===== src/rtl/i2s_rx.sv =====
`default_nettype none
// +--------------------------------------------------------------------------+
// | i2s_rx : I2S slave receiver, stereo words resynchronized into clk domain |
// | Revision: 1.0                                                            |
// +--------------------------------------------------------------------------+
module i2s_rx #(
  parameter int DATA_W  = 24,
  parameter int TIMEOUT = 255
) (
  input  logic              clk,
  input  logic              rst_n,
  input  logic              i2s_bck,
  input  logic              i2s_lrck,
  input  logic              i2s_data,
  output logic [DATA_W-1:0] left_out,
  output logic [DATA_W-1:0] right_out,
  output logic              out_valid,
  output logic              frame_err,
  output logic              locked
);

  localparam int              TO_W   = $clog2(TIMEOUT + 1);
  localparam logic [TO_W-1:0] TO_MAX = TO_W'(TIMEOUT);
  localparam logic [6:0]      DW7    = 7'(DATA_W);

  localparam logic [1:0] HUNT  = 2'd0;
  localparam logic [1:0] LEFT  = 2'd1;
  localparam logic [1:0] RIGHT = 2'd2;

  logic              bck_s1, bck_s2, bck_s3;
  logic              lrck_s1, lrck_s2;
  logic              data_s1, data_s2;
  logic              lrck_prev;
  logic [5:0]        cnt;
  logic [DATA_W-1:0] word, word_cur, left_word;
  logic [6:0]        left_n, slot_n;
  logic [TO_W-1:0]   to_cnt;
  logic [1:0]        state, state_nxt;
  logic              bck_rise, chg, chg_rise, chg_fall, timeout;
  logic              latch_left, emit, err, good;

  always_ff @(posedge clk or negedge rst_n) begin
    if (!rst_n) begin
      bck_s1  <= 1'b0;
      bck_s2  <= 1'b0;
      bck_s3  <= 1'b0;
      lrck_s1 <= 1'b0;
      lrck_s2 <= 1'b0;
      data_s1 <= 1'b0;
      data_s2 <= 1'b0;
    end else begin
      bck_s1  <= i2s_bck;
      bck_s2  <= bck_s1;
      bck_s3  <= bck_s2;
      lrck_s1 <= i2s_lrck;
      lrck_s2 <= lrck_s1;
      data_s1 <= i2s_data;
      data_s2 <= data_s1;
    end
  end

  assign bck_rise = bck_s2 & ~bck_s3;
  assign chg      = bck_rise & (lrck_s2 != lrck_prev);
  assign chg_rise = chg & lrck_s2;
  assign chg_fall = chg & ~lrck_s2;
  assign timeout  = (to_cnt == TO_MAX);
  assign slot_n   = {1'b0, cnt} + 7'd1;
  assign err      = (left_n < DW7) || (slot_n < DW7) || (left_n != slot_n);

  // Current word with the bit of this bck_rise merged in (MSB first, overflow dropped)
  always_comb begin
    word_cur = word;
    for (int b = 0; b < DATA_W; b++) begin
      if (int'(cnt) == DATA_W - 1 - b) word_cur[b] = data_s2;
    end
  end

  always_ff @(posedge clk or negedge rst_n) begin
    if (!rst_n) state <= HUNT;
    else        state <= state_nxt;
  end

  always_comb begin
    state_nxt = state;
    if (timeout) begin
      state_nxt = HUNT;
    end else begin
      case (state)
        HUNT:    if (chg_fall) state_nxt = LEFT;
        LEFT:    if (chg_rise) state_nxt = RIGHT;
        RIGHT:   if (chg_fall) state_nxt = LEFT;
        default: state_nxt = HUNT;
      endcase
    end
  end

  always_comb begin
    latch_left = 1'b0;
    emit       = 1'b0;
    if (!timeout) begin
      latch_left = (state == LEFT)  && chg_rise;
      emit       = (state == RIGHT) && chg_fall;
    end
  end

  always_ff @(posedge clk or negedge rst_n) begin
    if (!rst_n) begin
      lrck_prev <= 1'b0;
      cnt       <= '0;
      word      <= '0;
      left_word <= '0;
      left_n    <= '0;
      to_cnt    <= '0;
    end else begin
      if (bck_rise) begin
        lrck_prev <= lrck_s2;
        if (chg) begin
          cnt  <= '0;
          word <= '0;
        end else begin
          if (cnt != 6'd63) cnt <= cnt + 6'd1;
          word <= word_cur;
        end
      end
      if (latch_left) begin
        left_word <= word_cur;
        left_n    <= slot_n;
      end
      if (bck_rise)      to_cnt <= '0;
      else if (!timeout) to_cnt <= to_cnt + 1'b1;
    end
  end

  always_ff @(posedge clk or negedge rst_n) begin
    if (!rst_n) begin
      left_out  <= '0;
      right_out <= '0;
      out_valid <= 1'b0;
      frame_err <= 1'b0;
      locked    <= 1'b0;
      good      <= 1'b0;
    end else begin
      out_valid <= emit;
      frame_err <= emit & err;
      if (emit) begin
        left_out  <= left_word;
        right_out <= word_cur;
      end
      // good remembers one clean pair; a second consecutive clean pair locks
      if (timeout) begin
        locked <= 1'b0;
        good   <= 1'b0;
      end else if (emit) begin
        if (err) begin
          locked <= 1'b0;
          good   <= 1'b0;
        end else begin
          if (good) locked <= 1'b1;
          good <= 1'b1;
        end
      end
    end
  end

endmodule
`default_nettype wire


===== config.mk =====
export PLATFORM = sky130hd
export DESIGN_NAME = i2s_rx
export DESIGN_NICKNAME = d
export VERILOG_FILES = /design/src/rtl/i2s_rx.sv
export SDC_FILE = /design/constraint.sdc
export NUM_CORES = 1
export LEC_CHECK = 0
export ABC_AREA = 1
export CAP_MARGIN = 30
export CORE_MARGIN = 2
export CORE_UTILIZATION = 59
export CTS_BUF_LIST = sky130_fd_sc_hd__clkbuf_8
export CTS_CLUSTER_DIAMETER = 30
export DETAILED_ROUTE_END_ITERATION = 10
export PLACE_DENSITY = 0.83
export SYNTH_ARGS = -nofsm -noshare
export SYNTH_HDL_FRONTEND = slang
export SYNTH_SLANG_ARGS = --single-unit

===== constraint.sdc =====
create_clock -name clk -period 2.36 [get_ports clk]
set_clock_uncertainty 0.1 [all_clocks]
set_input_delay 0.472 -clock clk [delete_from_list [all_inputs] [get_ports clk]]
set_output_delay 0.472 -clock clk [all_outputs]
set_load 0.005 [all_outputs]

### Yosys cells after proc, flatten, opt, wreduce, memory -nomap -nowiden

Cells that the tools add are included.

| word-level totals | value |
|---|---|
| register bits after elaboration | 131 |
| input port bits | 5 |
| output and inout bits | 51 |
| word-level logic and storage cells | 119 |

| cells by class | value |
|---|---|
| $add $sub $neg | 3 |
| magnitude comparators | 2 |
| eq/ne operators | 32 |
| multiplexer cells | 42 |
| bitwise operators | 7 |
| reductions and logical operators | 13 |

Operator list:

| cell | count |
|---|---|
| $eq A6 B5 Y1 const B | 8 |
| $eq A6 B6 Y1 const B | 8 |
| $mux W1 | 33 |
| $eq A6 B4 Y1 const B | 4 |
| $mux W24 | 1 |
| $mux W8 | 2 |
| $lt A7 B5 Y1 const B | 2 |
| $eq A6 B3 Y1 const B | 2 |
| $mux W6 | 2 |
| $add A8 B1 Y8 const B | 1 |
| $eq A8 B8 Y1 const B | 1 |
| $add A6 B1 Y7 const B | 1 |
| $ne A7 B7 Y1 | 1 |
| $add A6 B1 Y6 const B | 1 |
| $eq A6 B2 Y1 const B | 1 |
| $logic_not A6 Y1 | 1 |
| $mux W2 | 3 |
| $ne A6 B6 Y1 const B | 1 |
| $reduce_and A2 Y1 | 3 |
| $and A1 B1 Y1 | 5 |
| $pmux W2 S2 | 1 |
| $reduce_bool A2 Y1 | 2 |
| $ne A3 B1 Y1 const B | 1 |
| $ne A3 B3 Y1 const B | 1 |
| 10 further kinds | 13 |

### Depth between registers and ports, before layout

| depth | value |
|---|---|
| depth after elaboration | 8 |
| depth in mapped cells | 12 |
| mapped depth without buffers | 11 |

### Least setup slack after synthesis

Ideal clock, no wire load.

| timing path | value |
|---|---|
| path type | register to register |
| start point | reg to_cnt[0] |
| end point | reg left_word[17] |
| setup time | 0.117 ns |
| arrival | 1.553 ns |
| setup slack | 0.589 ns |
| stages on the path, launching flop included | 13 |
| buffers on the path | 2 |
| period minus slack after synthesis | 1.771 ns |
| cells stage by stage | dfrtp_1 ha_1 nand3_2 nor2_4 nand2_4 nor2_8 inv_4 nand3_2 nor2_2 buf_6 buf_6 nand2_1 o21ai_2 |

| on the way | value |
|---|---|
| word-level cells in the longest chain between the ends | 2 |

RTL lines:

| element | RTL line | RTL |
|---|---|---|
| start, declared | 37 | `logic [TO_W-1:0] to_cnt;` |
| start signal, assigned | 130 | `else if (!timeout) to_cnt <= to_cnt + 1'b1;` |
| $eq A8 B8 Y1 | 66 | `assign timeout = (to_cnt == TO_MAX);` |
| $mux W1 | 100 | `if (!timeout) begin` |
| end signal, assigned | 126 | `left_word <= word_cur;` |
| end, declared | 35 | `logic [DATA_W-1:0] word, word_cur, left_word;` |

Every way passes these cells.
A chain may end at the register's enable or synchronous reset.

### Worst setup path after layout

| timing path | value |
|---|---|
| start point | reg to_cnt[0] |
| end point | reg right_out[16] |

| on the way | value |
|---|---|
| word-level cells in the longest chain between the ends | 2 |

RTL lines:

| element | RTL line | RTL |
|---|---|---|
| $eq A8 B8 Y1 | 66 |  |
| $mux W1 | 100 |  |
| end signal, assigned | 147 | `right_out <= word_cur;` |
| end, declared | 16 | `output logic [DATA_W-1:0] right_out,` |

Every way passes these cells.

==> results.txt <==
Hold wc startpoint: data_s1
Yosys cell types: 34
Register area: 3280 µm²
Number of cells in the finished layout apart from fillers: 865
Slowest stage cell, crit path: dfrtp_1
Setup Total Neg Slack: 0 ns
Clock share of power: 36.0%
GPL Wtd Cong: 0.906
First-pass GRT wire length: 20.3 mm
Startpoint Class: flip-flop
Routed vias/inst: 5.31
Avg Synthesized Cell Area: 8.89 µm²
CP endpoint kind: flip-flop
Port bufs: 55
Final Cycle Share: 89.1%
Die height: 103 µm
Total clock buffers created by CTS: 17
Tightest Pin Transition: 0.538 ns
Drt drc: 0
Worst path required time: 2.62 ns
Switching Share: 28.5%
FF+latch count, synth: 131
Max Buffers Root-to-Sink: 2
Total core area: 9680 µm²
Fin crit period: 2.10 ns
Global Route Usage Sum: 24.8%
Final ANT Viol Nets: 0
Vias in the first global route: 4385
Leakage power: 3.33 nW
Most frequent cells in the layout: 204 x nand2_1, 131 x dfrtp_1, 71 x inv_1, 54 x clkdlybuf4s50_1, 36 x o21ai_1
R2R setup slack: 0.26 ns
Reg clk slew, reported paths: 0.07 ns
Placed cells: 832
HPWL Detailed: 8.45 mm
Crit-path leading delay family: simple AND/OR/NAND/NOR gates
Clock H-tree levels: 4
Sequential Power Share: 49.5%
Worst path arrival time: 2.36 ns
Syn Nets: 667
Most frequent CP cell: nor2_8
RSZ-0062 raised after global routing: no
Global-route met1 utilization: 31.5%
Final wirelength: 12.2 mm
Postcts setup bufs: 0
I/O pin count: 56
GRT met3 Usage: 7.33%
Final net count: 729
CTS tree: built
Endpoint, Worst Hold: data_s2
Met2 Use GR: 40.2%
WS Path Type: flip-flop to flip-flop
Iter 0 DRT Violations: 334
Die area: 10700 µm²
Most common cell after layout, fill and taps aside: nand2_1
PwrDens: 735 nW/µm²
Grt peak-use layer: met2
Yosys warns: 0
Gr ovfl total: 0
CTS sink count: 131
Antenna cells: 0
Worst-path cell chain: ha_1 > nand3_2 > nor2_4 > nand2_4 > nor2_8 > nor2_8 > inv_2 > buf_4 > nand2_1 > o21ai_1
Min-Delay Path Class: flip-flop to flip-flop
Psw: 1.45 mW
Setup crit start: to_cnt[0]
Final hold violations: 0
CP max FO: 48
R2R Path End: right_out[16]
Worst path max stage delay: 0.40 ns
Footprint of the multi-input gates: 2130 µm²
Logic pwr share: 14.4%
Initial antenna violation count: 0
Pre-antenna DRT Iters: 5
Pins over their slew limit: 0
MaxCap Viol Count: 0
CP bufs+invs: 2
CTS resizes: 0
Std cell rows: 36
Worst R2R Start: to_cnt[0]
Hold Path Depth: 0
Post-synthesis sequential area ratio: 56.1%
Via count: 4593
Peak supply drop: 0.000406 V
Root buffer cell: clkbuf_8
Relative slew slack: 64.1%
Pint: 3.65 mW
Final setup vio count: 0
Ratio of cells with drive above 1 in the final layout: 14.2%
Max frequency: 476 MHz
Clock Latency Late Sink: 0.43 ns
FILL cells: 696
Pin count of the biggest net entering global routing: 49
R2R cell count: 10
Netlist Area Pre-Place: 5840 µm²
Synthesis-to-finish area growth: 18.9%
Routed length per instance: 14.1 µm
Initial core utilization: 60.3%
WHS: 0.254 ns
Mapped Cells: 657
Status: finished clean
Die X: 103 µm
## how the worst max path moves through the flow
stage | to | slack [ns] | cells after the start
2_1_floorplan | left_word[17] | 0.59 | 12
3_3_place_gp | right_out[15] | 0.39 | 9
3_5_place_dp | right_out[16] | 0.26 | 10
4_1_cts | left_out[0] | 0.24 | 10
5_1_grt | left_out[0] | 0.06 | 10
6_report | right_out[16] | 0.26 | 10
## power by group through the flow
stage | Combinational (mW) | Sequential [mW] | Clock, mW
6_report | 0.738 | 2.53 | 1.84
3_5_place_dp | 0.727 | 2.56 | 0
2_1_floorplan | 0.512 | 2.53 | 0
5_1_grt | 0.823 | 2.54 | 1.98
3_3_place_gp | 0.692 | 2.55 | 0
4_1_cts | 0.739 | 2.52 | 1.87
## cell usage after synthesis
cell type  instances  area, µm²
o21ai_2           23        201
inv_1             71        267
or2_0              1       6.26
a21oi_1           12       60.1
a211oi_1           1       7.51
nand3_1           22        110
o22ai_1           13       81.3
nand3_2            2       20.0
nor2_1            22       82.6
nand4_1            1       6.26
ha_1               5       62.6
buf_6              5       56.3
xor2_1             3       26.3
buf_1              1       3.75
a31oi_1            8       50.1
buf_2             12       60.1
inv_4              1       6.26
nand2_4            1       11.3
a22o_1             1       8.76
clkbuf_1           5       18.8
nand2_2           17        106
dfrtp_1          131       3280
nand3b_1           1       7.51
o21ai_0           27        135
o21a_1             8       60.1
or2_1              1       6.26
buf_4              1       7.51
nor2_8             2       40.0
nand2_1          204        766
nor3_1             5       25.0
o21ai_1           36        180
inv_2              6       22.5
nor2_2             6       37.5
nor2_4             2       22.5
## worst reg2reg max path: cells and delay by family, from the launching register on
family	cells	cell delay, ns
AO/OA/AOI/OAI	1	0.09
flip-flops	1	0.40
buffers and inverters	2	0.47
adder cells (fa/ha/maj)	1	0.22
AND/OR/NAND/NOR	6	0.76
## cell type report
type	instances	share of cell area, %
tap	133	2.40
inverter	78	4.25
timing repair buffer	67	9.76
clock inverter	10	1.42
clock buffer	22	4.36
sequential	131	47.2
multi-input combinational	424	30.6
## state kept, by name, summed over array words and instances (netlist names), 2 cells and up
signal,flops
left_out,24
left_word,24
right_out,24
word,24
to_cnt,8
left_n,7
cnt,6
state,2
## logic make-up (layout without fill, tap and decap cells)
family | Yosys count | after routing | share of synthesized area, %
buf+inv | 102 | 177 | 7.56
fa+ha+maj | 5 | 5 | 1.07
simple gates | 287 | 287 | 21.4
xor+xnor | 3 | 3 | 0.450
compound gates | 129 | 129 | 13.4
flops | 131 | 131 | 56.1
## through the flow
| stage | util (%) | power (mW) | area, µm² | setup WS, ns |
|---|---|---|---|---|
| finish | 71.7 | 5.11 | 6950 | 0.258 |
| global route | 71.7 | 5.35 | 6950 | 0.0572 |
| CTS | 71.7 | 5.13 | 6950 | 0.241 |
| detailed placement | 67.5 | 3.29 | 6530 | 0.265 |
| global placement | 67.5 | 3.24 | 6530 | 0.386 |
| floorplan | - | 3.04 | 5840 | 0.589 |
## layer usage
metal  up-vias  part of all wire [%]
li1       2215                     -
met1      2193                    42
met2       162                    50
met3        23                   6.1
met4         0                   1.9
met5         -                     0
## repair_timing
item	4_1_cts	5_1_grt
hold buffers	1	0
endpoints found under the hold margin	38	0
endpoints found under the setup margin	0	0
Note: power is estimated with default switching activity, not from simulation.
